## config.mk

```make
export PLATFORM = sky130hd
export DESIGN_NAME = sema_bank_arbiter
export DESIGN_NICKNAME = d
export VERILOG_FILES = /design/src/rtl/sema_bank_arbiter.sv
export SDC_FILE = /design/constraint.sdc
export NUM_CORES = 1
export LEC_CHECK = 0
export ABC_AREA = 1
export BUFFER_PORTS_ARGS = -buffer_cell sky130_fd_sc_hd__buf_4
export CAP_MARGIN = 20
export CORE_MARGIN = 3
export CORE_UTILIZATION = 48
export CTS_BUF_LIST = sky130_fd_sc_hd__clkbuf_2 sky130_fd_sc_hd__clkbuf_4 sky130_fd_sc_hd__clkbuf_8
export DETAILED_ROUTE_END_ITERATION = 12
export GPL_TIMING_DRIVEN = 0
export PLACE_DENSITY_LB_ADDON = 0.12
export SYNTH_ARGS = -nofsm -noshare
export SYNTH_HDL_FRONTEND = slang
export SYNTH_SLANG_ARGS = --single-unit
export TNS_END_PERCENT = 5
```

## constraint.sdc

```tcl
create_clock -name clk -period 2 [get_ports clk]
set_input_delay 0.2 -clock clk [delete_from_list [all_inputs] [get_ports clk]]
set_output_delay 0.2 -clock clk [all_outputs]
set_load 0.02 [all_outputs]
```

## src/rtl/sema_bank_arbiter.sv

```systemverilog
// sema_bank_arbiter: shares one semaphore bank port between N_CORES CPUs.
// Requests are granted round-robin, one bank access at a time, in the
// sequence IDLE -> ISSUE -> CAPT -> IDLE.
// Waiting cores are held through suspend until their ack pulse arrives.
// Optional feature macro: SEMA_ARB_LOCK_EN adds a per-core lock input.
// The lock keeps the arbiter on one core so that it can complete an atomic
// read-modify-write sequence.
module sema_bank_arbiter #(
   parameter int  N_CORES = 4,
   parameter int  N_SEMA  = 16,
   parameter int  DW      = 16,
   localparam int AW      = $clog2(N_SEMA)
) (
   input  logic                  clk,
   input  logic                  rstn,
   input  logic [N_CORES-1:0]    req,
   input  logic [N_CORES-1:0]    we,
   input  logic [N_CORES*AW-1:0] addr,
   input  logic [N_CORES*DW-1:0] wdata,
   output logic [N_CORES-1:0]    ack,
   output logic [DW-1:0]         rdata,
   output logic [N_CORES-1:0]    suspend,
   output logic                  bank_en,
   output logic                  bank_we,
   output logic [AW-1:0]         bank_addr,
   output logic [DW-1:0]         bank_wdata,
   input  logic [DW-1:0]         bank_rdata
`ifdef SEMA_ARB_LOCK_EN
   ,
   input  logic [N_CORES-1:0]    lock
`endif
);

   localparam int IW = (N_CORES > 1) ? $clog2(N_CORES) : 1;

   typedef enum logic [1:0] {
      IDLE  = 2'd0,
      ISSUE = 2'd1,
      CAPT  = 2'd2
   } state_t;

   state_t           state_r;
   logic [IW-1:0]    gnt_id_r;
   logic [IW-1:0]    rr_ptr_r;
   logic             we_r;
   logic [N_CORES-1:0] eff_req_s;
   logic [IW-1:0]    rr_idx_s;
   logic             rr_found_s;
   logic [IW-1:0]    rr_id_s;
   logic             sel_found_s;
   logic [IW-1:0]    sel_id_s;
`ifdef SEMA_ARB_LOCK_EN
   logic             lock_act_r;
`endif

   // The core being acked this cycle still holds req; it must not win again.
   assign eff_req_s = req & ~ack;

   // A core stays stalled from its request until the cycle of its ack.
   assign suspend = req & ~ack;

   // Round-robin search: first pending core after the last granted one.
   always_comb begin
      rr_found_s = 1'b0;
      rr_id_s    = {IW{1'b0}};
      rr_idx_s   = {IW{1'b0}};
      for (int i = 1; i <= N_CORES; i++) begin
         rr_idx_s = IW'((32'(rr_ptr_r) + i) % N_CORES);
         if (!rr_found_s && eff_req_s[rr_idx_s]) begin
            rr_found_s = 1'b1;
            rr_id_s    = rr_idx_s;
         end else begin
            rr_found_s = rr_found_s;
         end
      end
   end

   // Winner choice: round-robin, or the locked core while a lock is held.
   always_comb begin
      sel_found_s = rr_found_s;
      sel_id_s    = rr_id_s;
`ifdef SEMA_ARB_LOCK_EN
      if (lock_act_r && req[gnt_id_r]) begin
         // Locked owner: wait out its ack cycle, then serve its next access.
         sel_found_s = ~ack[gnt_id_r];
         sel_id_s    = gnt_id_r;
      end else begin
         sel_found_s = rr_found_s;
         sel_id_s    = rr_id_s;
      end
`endif
   end

   // Access sequencer: grant, single-cycle bank strobe, capture and ack.
   always_ff @(posedge clk or negedge rstn) begin
      if (!rstn) begin
         state_r    <= IDLE;
         gnt_id_r   <= {IW{1'b0}};
         rr_ptr_r   <= IW'(N_CORES - 1);
         we_r       <= 1'b0;
         ack        <= {N_CORES{1'b0}};
         rdata      <= {DW{1'b0}};
         bank_en    <= 1'b0;
         bank_we    <= 1'b0;
         bank_addr  <= {AW{1'b0}};
         bank_wdata <= {DW{1'b0}};
`ifdef SEMA_ARB_LOCK_EN
         lock_act_r <= 1'b0;
`endif
      end else begin
         ack <= {N_CORES{1'b0}};
         case (state_r)
            IDLE: begin
`ifdef SEMA_ARB_LOCK_EN
               if (lock_act_r && !req[gnt_id_r]) begin
                  lock_act_r <= 1'b0;
               end
`endif
               if (sel_found_s) begin
                  gnt_id_r   <= sel_id_s;
                  we_r       <= we[sel_id_s];
                  bank_en    <= 1'b1;
                  bank_we    <= we[sel_id_s];
                  bank_addr  <= addr[32'(sel_id_s)*AW +: AW];
                  bank_wdata <= wdata[32'(sel_id_s)*DW +: DW];
                  state_r    <= ISSUE;
               end else begin
                  state_r <= IDLE;
               end
            end
            ISSUE: begin
               bank_en <= 1'b0;
               bank_we <= 1'b0;
               state_r <= CAPT;
            end
            CAPT: begin
               rdata    <= we_r ? {DW{1'b0}} : bank_rdata;
               ack      <= {{(N_CORES-1){1'b0}}, 1'b1} << gnt_id_r;
               rr_ptr_r <= gnt_id_r;
`ifdef SEMA_ARB_LOCK_EN
               lock_act_r <= lock[gnt_id_r];
`endif
               state_r  <= IDLE;
            end
            default: begin
               bank_en <= 1'b0;
               bank_we <= 1'b0;
               state_r <= IDLE;
            end
         endcase
      end
   end

endmodule

```

# Word level (Yosys, flattened, before mapping)
# Cells that the tools add are included.
# totals
elab_cells,63
reg_bits,49
# classes
n_shift,3
bitwise_logic,3
muxes,26
reduce_logical,9
eq_ne,3
addsub,4
n_lt_le_gt_ge,5
# ops
op,n
64-bit by 7-bit variable part select with 16-bit output,1
16-bit two-way mux,1
16-bit by 5-bit variable part select with 4-bit output,1
2-bit by 3-bit < comparator with 1-bit output (second input constant),5
1-bit two-way mux,12
1-bit binary-select mux with 2-bit select,5
2-bit two-way mux,4
2-bit by 1-bit adder with 2-bit output (second input constant),2
2-bit adder (second input constant),2
4-bit AND,1
4-bit two-way mux,1
4-bit inverter,1
1-bit one-hot mux with 2 select lines,2
2-bit one-hot mux with 2 select lines,1
2-bit AND reduction,2
1-bit by 2-bit << shifter with 4-bit output (first input constant),1
1-bit logical AND,3
1-bit logical NOT,3
2-bit by 1-bit == test with 1-bit output (second input constant),1
2-bit == test (second input constant),1
2-bit logical NOT,1
2-bit inequality test (second input constant),1
1-bit inverter,1

# Depth between registers and ports, before layout
# Gate-level depths: netlist (run 1).
# depth
word_depth,18
mapped_depth,16

# Worst setup path before layout (run 1)
# No wires, ideal clock.
# synth_path
path_kind,register -> register
start,reg rr_ptr_r[0]
end,reg bank_we
stages_incl_launch_ff,13
t_arrival_ps,1726
path_buffers,1
setup_slack_ps,156
required_ps,1882
period_less_slack_ps,1844
cell_sequence,dfstp_2 > inv_2 > nand2_1 > nand2_1 > o21ai_2 > nand4_1 > nand2_2 > buf_2 > nand3_1 > nand3_1 > nand2_1 > nand2_1 > nand2_1
# synth_via
elab_chain_cells,17
word_cells_on_any_way,32
# synth_rtl
element,line_no,text
"start, declared",44,logic [IW-1:0] rr_ptr_r;
"start signal, assigned",99,rr_ptr_r <= IW'(N_CORES - 1);
"start signal, assigned",139,rr_ptr_r <= gnt_id_r;
2-bit by 1-bit adder with 2-bit output,68,rr_idx_s = IW'((32'(rr_ptr_r) + i) % N_CORES);
1-bit binary-select mux with 2-bit select,69,if (!rr_found_s && eff_req_s[rr_idx_s]) begin
1-bit two-way mux (implied by the code),69,
1-bit two-way mux,69,
1-bit logical NOT,69,
1-bit logical AND,69,
1-bit two-way mux,69,
1-bit logical NOT,69,
1-bit logical AND,69,
1-bit two-way mux,69,
1-bit logical NOT,69,
1-bit logical AND,69,
2-bit two-way mux,69,
1-bit binary-select mux with 2-bit select,123,bank_we <= we[sel_id_s];
1-bit two-way mux (implied by the code),123,
1-bit two-way mux,119,if (sel_found_s) begin
1-bit one-hot mux with 2 select lines,112,case (state_r)
"end signal, assigned",123,
"end, declared",24,"output logic bank_we,"
# Parallel ways exist; a longest one is shown, timed or not. The select of a mux whose other input is x is not followed.
# A chain may end at the register's enable or synchronous reset.

# Worst setup path in the final report (run 1)
# layout_path
start,reg rr_ptr_r[0]
end,reg we_r
# layout_via
elab_chain_cells,15
word_cells_on_any_way,29
# layout_rtl
element,line_no,text
2-bit by 1-bit adder with 2-bit output,68,
1-bit binary-select mux with 2-bit select,69,
1-bit two-way mux (implied by the code),69,
1-bit two-way mux,69,
1-bit logical NOT,69,
1-bit logical AND,69,
1-bit two-way mux,69,
1-bit logical NOT,69,
1-bit logical AND,69,
1-bit two-way mux,69,
1-bit logical NOT,69,
1-bit logical AND,69,
2-bit two-way mux,69,
1-bit binary-select mux with 2-bit select,121,we_r <= we[sel_id_s];
1-bit two-way mux (implied by the code),121,
"end signal, assigned",121,
"end, declared",45,logic we_r;
# Parallel ways exist; a longest one is shown, timed or not. The select of a mux whose other input is x is not followed.

==> results of run 1 <==
## final cells by class
type	instances	area share (%)
repair buffers	169	26.1
well taps	75	1.81
clock inverters	2	0.725
multi-input cells	329	34.9
inverters	95	7.08
clock buffers	6	1.60
flip-flops and latches	49	23.7
plain buffers	24	4.11
## where the power goes
| part | switching (µW) | internal, µW |
|---|---|---|
| logic | 4690 | 3220 |
| clock network | 341 | 407 |
| registers | 282 | 1470 |
## metal layers
layer	up-vias	global-route usage, %	wire, µm
met3	26	4.85	960
met1	1808	32.3	4280
li1	1862	-	-
met5	-	0	0
met4	0	9.07	267
met2	230	45.4	5630
## per-stage QoR
stage                     instance area, µm²  hold slack [ns]  setup TNS [ns]  power [µW]  util [%]
after floorplan                         3120          -0.0956               0        5580         -
after global routing                    5180            0.120           -6.22       11200      84.9
final                                   5180            0.113           -4.07       10400      84.9
after global placement                  4340            0.248           -2.28        7160      71.3
after detailed placement                4340            0.251           -4.67        7330      71.3
after CTS                               4730            0.109          -0.991        8920      77.5
## worst max-delay path by stage
stage                      startpoint      endpoint  cells past startpoint
after global routing      rr_ptr_r[0]          we_r                     15
after CTS                 rr_ptr_r[0]          we_r                     15
after floorplan           rr_ptr_r[0]       bank_we                     12
after global placement    rr_ptr_r[0]       bank_we                     12
final                     rr_ptr_r[0]          we_r                     15
after detailed placement  rr_ptr_r[1]  bank_addr[1]                     13
## cell families after synthesis
logic type	Yosys count	share of synthesized area (%)
simple gates	320	43.8
buf+inv	119	15.4
flops	49	39.4
compound gates	7	1.36
## worst reg2reg max path: cells and delay by family, from the launching register on
kind	cells	cell delay, ns
compound gates	1	0.21
buf+inv	3	0.30
flops	1	0.60
simple gates	11	1.01
## registers in the layout, indices dropped and copies added (netlist names)
| register | count |
|---|---|
| bank_en | 1 |
| rr_ptr_r | 2 |
| bank_we | 1 |
| bank_addr | 4 |
| rdata | 16 |
| we_r | 1 |
| gnt_id_r | 2 |
| state_r | 2 |
| ack | 4 |
| bank_wdata | 16 |
## cell usage in the layout (no fill, tap or decap), types with 3 or more instances in the layout
master / count
nand3_1: 87
buf_8: 5
buf_6: 12
buf_4: 163
nand2_8: 3
nand2_2: 31
clkbuf_8: 6
nand2_4: 9
nand2_1: 142
inv_1: 90
nand3_2: 26
nor2_1: 13
clkbuf_1: 4
clkbuf_4: 3
nand3_4: 4
dfrtp_1: 47
## repair_timing
action                                  CTS  global route
hold buffers                              1             0
gates resized for setup                  49            96
endpoints found under the setup margin   26            26
endpoints found under the hold margin    47             0
pin swaps                                 7            30
cloned                                    5             4
setup buffers                             8             2
==> results.json, run 1 <==
{
  "grt_overflow": 0,
  "end_kind": "flop",
  "syn_to_final_growth_pct": 66.1,
  "synthTopCellsByArea": "dfrtp_1, nand2_1, nand3_1",
  "reg2reg_from": "rr_ptr_r[0]",
  "avgSynthCellArea_um2": 6.30,
  "antenna_found_initial": 0,
  "drcViolationCount": 0,
  "path_cells": "buf_12 > inv_8 > nand2_4 > nand2_4 > o21ai_4 > nand2_4 > nor2_4 > nand2_8 > nand2_8 > buf_6 > nand2_1 > nand3_1 > nand2_1 > nand2_2 > nand2_1",
  "setup_ws_ns": -0.228,
  "hold_depth": 3,
  "reg2reg_slack_ns": -0.23,
  "core_um2": 6100,
  "grt_max_degree": 50,
  "cts_buffers": 5,
  "clock_skew_ns": 0.0108,
  "min_from": "bank_rdata[13]",
  "cts_tree": "built",
  "routedWlPerCell_um": 14.9,
  "synth_most_common_cell": "nand2_1",
  "worst-path-max-fanout": 7,
  "grt_pass1_vias": 3515,
  "clock.fmax_mhz": 449,
  "diodes": 0,
  "multi_input_area_um2": 1810,
  "synth_nets": 601,
  "clock_sinks": 49,
  "tightest_slew_ns": 0.619,
  "gr-usage-all-layers_pct": 26.1,
  "clock-root-buffer": "clkbuf_8",
  "r2r_end": "we_r",
  "vias": 3926,
  "dr.first_iter.drc_count": 255,
  "fin_crit_ns": 2.23,
  "path_clk_slew_ns": 0.09,
  "synth.distinct_cells": 21,
  "clkLatencyLatePin_ns": 0.31,
  "p_per_area_nw_per_um2": 2010,
  "initial_core_util_pct": 51.1,
  "r2r_cells": 15,
  "finalNonFillerCells": 749,
  "hp-class": "in2reg",
  "ys_seq_area_share_pct": 39.4,
  "critical_path_class": "reg2reg",
  "path_delay_family": "simple AND/OR/NAND/NOR gates",
  "drtAntennaViolNets": 0,
  "viasPerCell": 5.24,
  "cp_slowest_cell": "dfstp_2",
  "slowest_delay_ns": 0.60,
  "ys_seq_elements": 49,
  "nFillCells": 379,
  "finalNetCount": 779,
  "cts_htree_levels": 2,
  "drtPass1Iterations": 6,
  "period_share_pct": 111,
  "dp_slack_ns": -0.249,
  "slew_headroom_pct": 58.7,
  "fp.dieArea_um2": 7500,
  "die_w_um": 86.6,
  "io-pin-count": 152,
  "cp.required_ns": 2.20,
  "synth-main-ff-cell": "dfrtp_1",
  "die-height_um": 86.6,
  "critPathBufInv": 3,
  "synth_top_cells_by_count": "nand2_1, nand3_1, inv_1",
  "placed_cells_incl_taps": 721,
  "slew_viol_final": 0,
  "drt_wl_total_um": 11100,
  "seqCellArea_um2": 1230,
  "rsz0062_at_grt": "true",
  "hold_viol_final": 0,
  "synth_edf_count": 0,
  "setup_violations": 24,
  "synthArstFlopShare_pct": 100,
  "status": "complete, but fails checks",
  "cts.path.max_buffers": 2,
  "drv_cap": 0,
  "rows": 28,
  "synth-warning-count": 0,
  "irDropWorstVdd_uv": 1340,
  "crit_arrival_ns": 2.43,
  "hpwlAfterDp_um": 7180,
  "synthesis.area_um2": 3120,
  "yosys.area.top_type": "dfrtp_1",
  "holdPathEnd": "rdata[13]",
  "portBuffers": 151,
  "yosys.area.top_type_share_pct": 37.7,
  "p_leak_uw": 0.00306,
  "violations": "setup timing",
  "syn_inst": 495,
  "cp-start-kind": "flop",
  "grt_first_pass_wirelength_um": 15700,
  "drive_above_1_share_pct": 41.4,
  "gp_congestion": 0.868
}
Power figures use the tool's default switching activity.
==> run 2: changes to the inputs <==
- clock period: 2 -> 2.45 ns (I/O delays scaled with it)
==> run 2 against run 1 <==
Effect of this change: register-to-register slack improved by 0.37 ns; final area fell by 13%; clock skew shrank 0.0028 ns; worst setup slack gained 0.37 ns; total power decreased by 36%; hold slack improved by 0.047 ns; critical path depth fell by 2; clock-buffer cell count is the same; sequential power down 19%; fmax shrank 3.5%; utilization down 11 points; critical path type unchanged; global-route usage down 1.9 points; the flow now finishes without violations.
==> results.json, run 2 (same netlist as run 1, synthesis figures left out) <==
{
  "status": "complete, no violations",
  "die-height_um": 86.6,
  "rows": 28,
  "grt_overflow": 0,
  "fin_setup_tns_ns": 0,
  "swShare_pct": 51.6,
  "reg2reg_from": "rr_ptr_r[1]",
  "critPathBufInv": 2,
  "final_common_cell": "nand2_1",
  "slowest_delay_ns": 0.59,
  "path_clk_slew_ns": 0.09,
  "reg.largest.list": "bank_wdata (16), rdata (16)",
  "cts_tree": "built",
  "io-pin-count": 152,
  "cts_htree_levels": 2,
  "cts_buffers": 5,
  "die_w_um": 86.6,
  "vias": 3575,
  "pwr-share-comb_pct": 69.4,
  "diodes": 0,
  "mostFrequentLayoutCells": "nand2_1, buf_4, nand3_1",
  "drcViolationCount": 0,
  "cp_slowest_cell": "dfstp_2",
  "reg2reg_slack_ns": 0.14,
  "topRoutingLayerUsed": "met4",
  "tightest_slew_ns": 0.612,
  "r2r_end": "bank_addr[1]",
  "hold_viol_final": 0,
  "viasPerCell": 4.89,
  "clock.fmax_mhz": 433,
  "grt_pass1_vias": 3318,
  "cp.required_ns": 2.70,
  "slew_viol_final": 0,
  "period_share_pct": 94.2,
  "drtAntennaViolNets": 0,
  "p_seq_share_pct": 21.5,
  "r2r_cells": 13,
  "p_leak_uw": 0.00279,
  "gr-usage-all-layers_pct": 24.2,
  "p_int_uw": 3220,
  "drt_wl_total_um": 9210,
  "portBuffers": 151,
  "dr.first_iter.drc_count": 159,
  "path_cells": "inv_1 > nand2_1 > nand2_1 > o21ai_2 > nand4_1 > nand2_2 > nand2_4 > buf_4 > nand2_1 > nand3_1 > nand2_1 > nand2_1 > nand2_1",
  "drv_cap": 0,
  "routedWlPerCell_um": 12.6,
  "syn_to_final_growth_pct": 44.0,
  "p_sw_uw": 3430,
  "clkLatencyLatePin_ns": 0.31,
  "hpwlAfterDp_um": 7180,
  "wl_met2_um": 4290,
  "grt_first_pass_wirelength_um": 14700,
  "cp-start-kind": "flop",
  "cts.path.max_buffers": 2,
  "clock-root-buffer": "clkbuf_8",
  "holdPathEnd": "rdata[8]",
  "power.total_uw": 6660,
  "fin_util_pct": 73.6,
  "finalNetCount": 761,
  "end_kind": "flop",
  "route.met3.wl_um": 843,
  "irDropWorstVdd_uv": 1000,
  "antenna_found_initial": 0,
  "p_per_area_nw_per_um2": 1480,
  "core_um2": 6100,
  "slew_headroom_pct": 59.2,
  "crit_arrival_ns": 2.56,
  "clock_sinks": 49,
  "wl_met1_um": 3860,
  "fp.dieArea_um2": 7500,
  "fin_crit_ns": 2.31,
  "min_from": "bank_rdata[8]",
  "worst-path-max-fanout": 10,
  "path_delay_family": "simple AND/OR/NAND/NOR gates",
  "drive_above_1_share_pct": 28.4,
  "clock_skew_ns": 0.00796,
  "hold_depth": 3,
  "critical_path_class": "reg2reg",
  "nFillCells": 535,
  "initial_core_util_pct": 51.1,
  "p_clk_share_pct": 9.1,
  "grt_max_degree": 50,
  "hp-class": "in2reg",
  "gp_congestion": 0.868,
  "setup_violations": 0,
  "drtPass1Iterations": 5,
  "cpMostUsedCell": "nand2_1"
}
[run 2: what timing repair did]
item | 4_1_cts | 5_1_grt
gates resized for setup | 0 | 3
buffers inserted | 0 | 1
hold endpoints to repair | 47 | 0
hold buffers | 1 | 0
endpoints found under the setup margin | 0 | 2
[run 2: how the worst max path moves through the flow]
| stage | to | depth (start not counted) | from | slack [ns] |
|---|---|---|---|---|
| 5_1_grt | bank_addr[1] | 13 | rr_ptr_r[1] | -0.003 |
| 4_1_cts | bank_addr[1] | 12 | rr_ptr_r[1] | 0.14 |
| 3_3_place_gp | bank_we | 12 | rr_ptr_r[0] | 0.32 |
| 2_1_floorplan | bank_we | 12 | rr_ptr_r[0] | 0.61 |
| 6_report | bank_addr[1] | 13 | rr_ptr_r[1] | 0.14 |
| 3_5_place_dp | bank_addr[1] | 13 | rr_ptr_r[1] | 0.20 |
[run 2: power groups by stage]
stage | registers (µW) | logic (µW) | clock network [µW]
2_1_floorplan | 1770 | 2790 | 0
3_3_place_gp | 1430 | 4420 | 0
3_5_place_dp | 1440 | 4540 | 0
4_1_cts | 1430 | 4580 | 614
5_1_grt | 1470 | 5200 | 642
6_report | 1430 | 4620 | 605
[run 2: tightest hold or removal path: cells and delay by family]
family,cells,cell delay (ns)
simple gates,2,0.11
buf+inv,1,0.08
[run 2: final cells by class]
type | instances | area [µm²] | share of cell area, %
Clock buffer | 6 | 82.6 | 1.84
Timing Repair Buffer | 153 | 1150 | 25.6
Inverter | 95 | 357 | 7.94
Tap cell | 75 | 93.8 | 2.09
Clock inverter | 2 | 37.5 | 0.836
Multi-Input combinational cell | 327 | 1410 | 31.4
Buffer | 24 | 128 | 2.84
Sequential cell | 49 | 1230 | 27.4
[run 2: per-stage QoR]
stage	cells	setup WS (ns)	cell area, µm²	hold WS (ns)
finish	731	0.141	4490	0.161
global placement	721	0.317	4340	0.293
floorplan	495	0.606	3120	-0.0506
CTS	730	0.143	4470	0.154
detailed placement	721	0.201	4340	0.296
global route	731	-0.00284	4490	0.167
[run 2: routing by layer]
metal | track usage (%) | up-vias
met5 | 0 | -
met4 | 8.78 | 0
met3 | 4.75 | 15
met2 | 40.3 | 158
met1 | 31.2 | 1581
li1 | - | 1821
==> run 3: changes to the inputs <==
--- a/config.mk
+++ b/config.mk
@@ -15,4 +15,5 @@
 export GPL_TIMING_DRIVEN = 0
 export PLACE_DENSITY_LB_ADDON = 0.12
+export SETUP_SLACK_MARGIN = 0.2
 export SYNTH_ARGS = -nofsm -noshare
 export SYNTH_HDL_FRONTEND = slang
==> constraint.sdc (replaced) <==
create_clock -name clk -period 2.45 [get_ports clk]
set_input_delay 0.1225 -clock clk [delete_from_list [all_inputs] [get_ports clk]]
set_output_delay 0.1225 -clock clk [all_outputs]
set_load 0.02 [all_outputs]
==> run 3 against run 2 <==
Effect of this change: via count up 3.9%; global-route usage rose by 0.32 points; critical endpoint unchanged; die area did not move; highest routed layer unchanged; routed wire length is 9.3% higher; utilization is 5.3 points higher.
==> results.json, run 3 (same netlist as run 1, synthesis figures left out) <==
{
  "holdWs_ns": 0.0380,
  "r2r_end": "bank_addr[1]",
  "slew_headroom_pct": 59.3,
  "gp_congestion": 0.868,
  "grt_pass1_vias": 3364,
  "antenna_found_initial": 0,
  "drcViolationCount": 0,
  "reg.largest.list": "bank_wdata (16), rdata (16)",
  "critPathLaunch": "rr_ptr_r[0]",
  "grt_overflow": 0,
  "rows": 28,
  "drv_cap": 0,
  "p_per_area_nw_per_um2": 1580,
  "fin_setup_tns_ns": 0,
  "period_share_pct": 90.9,
  "routedWlPerCell_um": 13.6,
  "r2r_cells": 14,
  "power.total_uw": 7620,
  "drtAntennaViolNets": 0,
  "clock_skew_ns": 0.00770,
  "cts.path.max_buffers": 2,
  "io-pin-count": 152,
  "cp-start-kind": "flop",
  "cp-endpoint": "bank_addr[1]",
  "cts_buffers": 5,
  "cp.required_ns": 2.66,
  "setup_violations": 0,
  "tightest_slew_ns": 0.611,
  "crit_arrival_ns": 2.44,
  "viasPerCell": 5.01,
  "reg2reg_from": "rr_ptr_r[0]",
  "clock-root-buffer": "clkbuf_8",
  "drtPass1Iterations": 5,
  "path_clk_slew_ns": 0.09,
  "portBuffers": 151,
  "clock_sinks": 49,
  "initial_core_util_pct": 51.1,
  "die_w_um": 86.6,
  "drt_wl_total_um": 10100,
  "multi_input_area_um2": 1540,
  "path_cells": "clkinv_4 > nand2_2 > nand2_4 > o21ai_4 > nand2_2 > nor2_2 > nand2_4 > nand2_8 > buf_8 > nand2_2 > nand3_2 > nand2_1 > nand2_1 > nand2_1",
  "final_common_cell": "nand2_1",
  "finalNetCount": 772,
  "diodes": 0,
  "mostFrequentLayoutCells": "nand2_1, buf_4, nand3_1",
  "drive_above_1_share_pct": 33.1,
  "syn_to_final_growth_pct": 54.4,
  "slew_viol_final": 0,
  "rsz0062_at_grt": "true",
  "dr.first_iter.drc_count": 183,
  "seqCellArea_um2": 1230,
  "critical_path_class": "reg2reg",
  "cts_htree_levels": 2,
  "end_kind": "flop",
  "reg2reg_slack_ns": 0.22,
  "slowest_delay_ns": 0.62,
  "clkLatencyLatePin_ns": 0.31,
  "grt_max_degree": 50,
  "gr-usage-all-layers_pct": 24.5,
  "status": "complete, no violations",
  "cts_tree": "built",
  "nFillCells": 472,
  "hp-class": "in2reg",
  "p_leak_uw": 0.00293,
  "worst-path-max-fanout": 10,
  "fin_crit_ns": 2.23,
  "core_um2": 6100,
  "irDropWorstVdd_uv": 915,
  "die-height_um": 86.6,
  "grt_first_pass_wirelength_um": 14900,
  "cp_slowest_cell": "dfstp_2",
  "fp.dieArea_um2": 7500,
  "hold_viol_final": 0,
  "vias": 3715,
  "hpwlAfterDp_um": 7180,
  "clock.fmax_mhz": 449
}
==> run 3: where the power goes <==
group	switching (µW)	leakage (µW)	total (µW)	internal [µW]
Clock	274	0.0000574	606	332
Sequential	231	0.000612	1430	1200
Combinational	3300	0.00226	5580	2290
==> run 3: repair_timing <==
item,CTS,global route
gates cloned,0,4
hold endpoints to repair,47,0
endpoints found under the setup margin,3,24
pin swaps,3,8
resized for setup,3,57
setup buffers,4,4
hold buffers,1,0
==> run 3: how the worst min path moves through the flow <==
stage | startpoint | to | cells past startpoint
6_report | bank_rdata[8] | rdata[8] | 3
5_1_grt | bank_rdata[1] | rdata[1] | 3
4_1_cts | bank_rdata[8] | rdata[8] | 3
3_5_place_dp | rstn | ack[1] | 1
3_3_place_gp | rstn | ack[3] | 1
2_1_floorplan | rstn | ack[0] | 0
==> run 3: metal layers <==
metal  global-route usage [%]  vias up  routed length, µm
li1                         -     1847                  -
met3                     4.75       21                770
met2                     41.2      154               4880
met1                     31.4     1693               4150
met5                        0        -                  0
met4                     8.78        0                267
==> run 3: final cells by class <==
cell class	count	share of cell area [%]
flip-flops and latches	49	25.5
repair buffers	163	26.7
well taps	75	1.95
clock inverters	2	0.780
multi-input cells	328	31.9
plain buffers	24	3.87
inverters	95	7.51
clock buffers	6	1.72
==> run 3: metrics by stage <==
stage | utilization [%] | worst slack [ns] | instance area (µm²) | cells
2_1_floorplan | - | 0.606 | 3120 | 495
3_3_place_gp | 71.3 | 0.317 | 4340 | 721
3_5_place_dp | 71.3 | 0.201 | 4340 | 721
4_1_cts | 74.0 | 0.211 | 4510 | 734
5_1_grt | 79.0 | 0.0976 | 4810 | 742
6_report | 79.0 | 0.222 | 4810 | 742
==> run 3: worst max-delay path: cells and delay by family (launching register included) <==
family	cells	cell delay [ns]
AOI/OAI and AO/OA	1	0.19
buffers and inverters	2	0.25
DFF	1	0.62
and+or+nand+nor	11	1.06
